## config.mk

```make
export PLATFORM = sky130hd
export DESIGN_NAME = stream_unpack
export DESIGN_NICKNAME = d
export VERILOG_FILES = /design/src/rtl/stream_unpack.sv
export SDC_FILE = /design/constraint.sdc
export NUM_CORES = 1
export LEC_CHECK = 0
export CAP_MARGIN = 20
export CORE_UTILIZATION = 45
export DETAILED_ROUTE_END_ITERATION = 16
export GPL_TIMING_DRIVEN = 1
export HOLD_SLACK_MARGIN = 0.02
export PLACE_DENSITY = 0.86
export SYNTH_ARGS = -nofsm -noshare
export SYNTH_HDL_FRONTEND = slang
export SYNTH_SLANG_ARGS = --single-unit
```

## constraint.sdc

```tcl
create_clock -name clk -period 3.7 [get_ports clk]
set_input_delay 0.555 -clock clk [delete_from_list [all_inputs] [get_ports clk]]
set_output_delay 0.555 -clock clk [all_outputs]
set_load 0.005 [all_outputs]
```

## src/rtl/stream_unpack.sv

```systemverilog
// Keep-aware downsizer: one wide beat of T_DATA_RATIO words in, kept words out as narrow beats, word 0 first.
// Word 0 appears the cycle after capture; s_ready_o follows m_ready_i on the final word; optional err_o under STREAM_UNPACK_ERR_EN.
module stream_unpack #(
  parameter int T_DATA_WIDTH  = 32,
  parameter int T_DATA_RATIO  = 3,
  parameter int T_WIDTH_RATIO = $clog2(T_DATA_RATIO)
) (
  input  logic                     clk,
  input  logic                     rst_n,
  input  logic [T_DATA_WIDTH-1:0]  s_data_i [T_DATA_RATIO],
  input  logic [T_WIDTH_RATIO:0]   s_keep_i,
  input  logic                     s_last_i,
  input  logic                     s_valid_i,
  output logic                     s_ready_o,
  output logic [T_DATA_WIDTH-1:0]  m_data_o,
  output logic                     m_last_o,
  output logic                     m_valid_o,
  input  logic                     m_ready_i
`ifdef STREAM_UNPACK_ERR_EN
  ,
  output logic                     err_o
`endif
);

  localparam int KW = T_WIDTH_RATIO + 1;
  localparam logic [KW-1:0] MAX_KEEP = KW'(T_DATA_RATIO);

  logic [T_DATA_WIDTH-1:0]  hold_q [T_DATA_RATIO];
  logic [KW-1:0]            keep_q;
  logic                     last_q;
  logic [T_WIDTH_RATIO-1:0] idx;
  logic                     full;

  logic keep_ok;
  logic last_word;
  logic accept;
  logic m_fire;

  assign keep_ok   = (s_keep_i != '0) && (s_keep_i <= MAX_KEEP);
  assign last_word = ({1'b0, idx} == (keep_q - KW'(1)));

  // Ready depends only on registered state and m_ready_i, never on s_valid_i.
  assign s_ready_o = ~full | (m_ready_i & last_word);
  assign accept    = s_valid_i & s_ready_o;
  assign m_fire    = full & m_ready_i;

  assign m_valid_o = full;
  assign m_last_o  = full & last_q & last_word;
  assign m_data_o  = full ? hold_q[idx] : '0;

  always_ff @(posedge clk or negedge rst_n) begin
    if (!rst_n) begin
      for (int i = 0; i < T_DATA_RATIO; i++) begin
        hold_q[i] <= '0;
      end
      keep_q <= '0;
      last_q <= 1'b0;
      idx    <= '0;
      full   <= 1'b0;
    end else if (accept && keep_ok) begin
      // Covers both idle capture and a bubble-free refill on the final word.
      for (int i = 0; i < T_DATA_RATIO; i++) begin
        hold_q[i] <= s_data_i[i];
      end
      keep_q <= s_keep_i;
      last_q <= s_last_i;
      idx    <= '0;
      full   <= 1'b1;
    end else if (m_fire) begin
      if (last_word) begin
        full <= 1'b0;
      end else begin
        idx <= idx + T_WIDTH_RATIO'(1);
      end
    end
  end

`ifdef STREAM_UNPACK_ERR_EN
  always_ff @(posedge clk or negedge rst_n) begin
    if (!rst_n) begin
      err_o <= 1'b0;
    end else if (accept && !keep_ok) begin
      err_o <= 1'b1;
    end
  end
`endif

endmodule

```

==> results.toml <==
[global_routing]
pin_count_of_the_biggest_net_entering_global_routing = 80
grt_max_usage_layer = "met2"
grt_util_met3_pct = 5.70
antenna_violations_before_repair = 0
met1_demand_to_capacity_share_in_global_routing_pct = 24.8
number_of_global_route_vias_before_repair = 3659
globalRoute.totalOverflow = 0
grt_overall_usage_pct = 20.6
use_met2_pct = 35.7
grt_pass1_wl_um = 17600

[timing]
finalMaxSlewViolations = 0
finalCriticalPeriod_ns = 3.11
final.period_utilization_pct = 84.0
unrepaired_setup_endpoints_after_global_routing = "false"
fmax_ghz = 0.322
finalHoldViolCount = 0
report.final.setup_viol = 0
maxSlewHeadroom_pct = 35.6
worst_clock_skew_ns = 0.00773
totalNegativeSetupSlack_ns = 0
finalHoldWorstSlack_ns = 0.350
tightestPinTransition_ns = 0.966

[synthesis]
synthCells = 381
syn_area_mm2 = 0.00469
netlist.top_cell.by_area = "dfrtp_1"
yosysWarningCount = 0
synth-seq-area-share_pct = 54.9
ys_ff_latch = 103
synth_fp_nets = 486
synth.distinct_cells = 27
post-synth-top-area-fraction_pct = 54.9
synth_top_cells_by_area = "dfrtp_1, mux2_2, mux2i_1"
average_cell_area_after_synthesis_um2 = 12.3

[status]
outcome = "completed"

[clock_network]
clock_sink_count = 103
cell_at_the_root_of_the_clock_tree = "clkbuf_8"
cts.reportedPaths.clkPinSlew_ns = 0.09
tritoncts = "done"
postCtsHoldBufs = 0
clk_lat_worst_skew_ns = 0.35
numCtsBuffers = 9
post-cts-setup-buffer-count = 0
ctsHtreeMaxLevel = 3
cts_repair_resize_count = 0
clock_tree.buffer_depth = 2

[power_and_ir_drop]
cellLeakagePower_nw = 2.78
sequential_fraction_of_design_power_pct = 40.0
powerDensity_mw_per_mm2 = 798
internal_power_w = 0.00351
switching_power_w = 0.00163
finalPower_w = 0.00514
power_switching_share_pct = 31.7
combPwrFrac_pct = 44.7
worst_ir_drop_vdd_uv = 413
clock_network_fraction_of_total_power_pct = 15.3

[routing]
routed-via-count = 3355
totalWireLength_um = 10500
antenna_left = 0
route.detailed.drc = 0
drt_iter0_drc = 117
drt_pre_antenna_iters = 6
drt-vias-per-instance = 5.15
wl_per_cell_um = 16.1

[worst_setup_path]
crit_path_max_incr_delay_ns = 0.82
r2r_setup_slack_ns = 1.15
worst_setup_path_start_kind = "register"
crit_path_cell_trace = "buf_4, mux2i_1, nor2_1, a21oi_1, nor2_1, clkdlybuf4s50_1"
reg2reg_depth = 5
required_ns = 3.14
path_max_fanout = 23
critical_path.reg2reg.endpoint = "hold_q[52]$_DFFE_PN0P_"
cp-end-kind = "output port"
worstSetupStartpoint = "idx[1]$_DFFE_PN0P_"
r2r-start = "idx[0]$_DFFE_PN0P_"
critical-path-slowest-cell = "dfrtp_2"
timing.critical_path.mode_cell = "nor2_1"
critPathArrivalTime_ns = 2.55
path_class = "reg -> out"

[final_layout]
area_growth_syn_to_layout_pct = 37.4
drive_above_1_share_pct = 22.5
insertedDiodeCount = 0
final_nets = 622

[place]
io_buffers = 138
dp_hpwl_um = 7500
place_congestion = 0.746

[floorplanning]
floorplan.rows = 36
fp.coreArea_mm2 = 0.00995
die_h_um = 104
floorplan.die_area_mm2 = 0.0108
initial_core_util_pct = 47.1
fp.dieW_um = 104
top_level_ports = 139

[job]
max_cap_violations = 0

[hold_path]
classification_of_the_worst_slack_hold_path = "in -> async"
## area by class of cell
class | count | area (um2)
timing repair buffer | 149 | 1460
sequential | 103 | 2580
clock inverter | 4 | 97.6
tap | 133 | 166
multi-input combinational | 249 | 2000
clock buffer | 9 | 124
inverter | 5 | 18.8
fill | 746 | 3510
## flip-flops by register name, summed over array words and instances (netlist names)
name	flops
idx	2
m_valid_o	1
hold_q	96
keep_q	3
last_q	1
## Yosys cell counts (all sizes together)
cell	count
ha	1
a22o	1
and3	3
clkinv	1
nor3	1
nor2	64
o211ai	1
nand2	3
mux2i	32
xnor2	1
o22ai	1
nand4	1
dfrtp	103
inv	4
mux2	99
a21oi	33
o21a	1
nor2b	2
buf	18
a21o	1
xor2	2
a31oi	1
clkbuf	6
nand3b	1
## per-layer routing
metal	wire length, um	vias up	share of wire, %
li1	-	1585	-
met1	4520	1657	43
met2	5260	96	50
met3	544	17	5.2
met4	161	0	1.5
met5	0	-	0
## per-stage QoR
stage                     cell area (um2)  util [%]  setup WS (ns)  instances
after floorplan                      4690         -           1.71        381
after global placement               6220      62.5          0.994        639
after detailed placement             6220      62.5          0.954        639
after CTS                            6440      64.7          0.559        652
after global routing                 6440      64.7          0.412        652
final                                6440      64.7          0.590        652
## power groups by stage
stage	combinational, W	sequential [W]	clock, W
after floorplan	0.00147	0.00190	0
after global placement	0.00224	0.00205	0
after detailed placement	0.00232	0.00209	0
after CTS	0.00233	0.00207	0.000812
after global routing	0.00253	0.00214	0.000859
final	0.00230	0.00206	0.000785
## worst max path at each step
stage,slack (ns),endpoint
floorplan,1.71,hold_q[95]$_DFFE_PN0P_
global placement,0.99,m_data_o[5]
detailed placement,0.95,m_data_o[6]
CTS,0.56,m_data_o[6]
global route,0.41,m_data_o[6]
finish,0.59,m_data_o[6]
## cells by family (layout without fill, tap and decap cells)
logic type | Yosys count | after routing | synth area share, %
AO/OA/AOI/OAI | 39 | 39 | 4.53
buffers and inverters | 29 | 167 | 2.67
adder cells (fa/ha/maj) | 1 | 1 | 0.267
AND/OR/NAND/NOR | 75 | 75 | 6.43
flip-flops | 103 | 103 | 54.9
multiplexers | 131 | 131 | 30.6
XOR/XNOR | 3 | 3 | 0.560
## critical path, delay by kind of cell, from the launching register on
| kind | cells | cell delay [ns] |
|---|---|---|
| multiplexers | 1 | 0.22 |
| AND/OR/NAND/NOR | 2 | 0.11 |
| flip-flops | 1 | 0.82 |
| buffers and inverters | 2 | 0.87 |
| AO/OA/AOI/OAI | 1 | 0.17 |
## cells in the final DEF, fill, tap and decap left out, drive strengths merged, types with 4 or more instances in the layout
cell | synthesis | routed
a21oi | 33 | 33
dfrtp | 103 | 103
clkdlybuf4s50 | 0 | 137
nor2 | 64 | 64
buf | 18 | 12
mux2i | 32 | 32
clkbuf | 6 | 9
mux2 | 99 | 99
inv | 4 | 4
No activity file was read; power rests on OpenSTA's default activity.
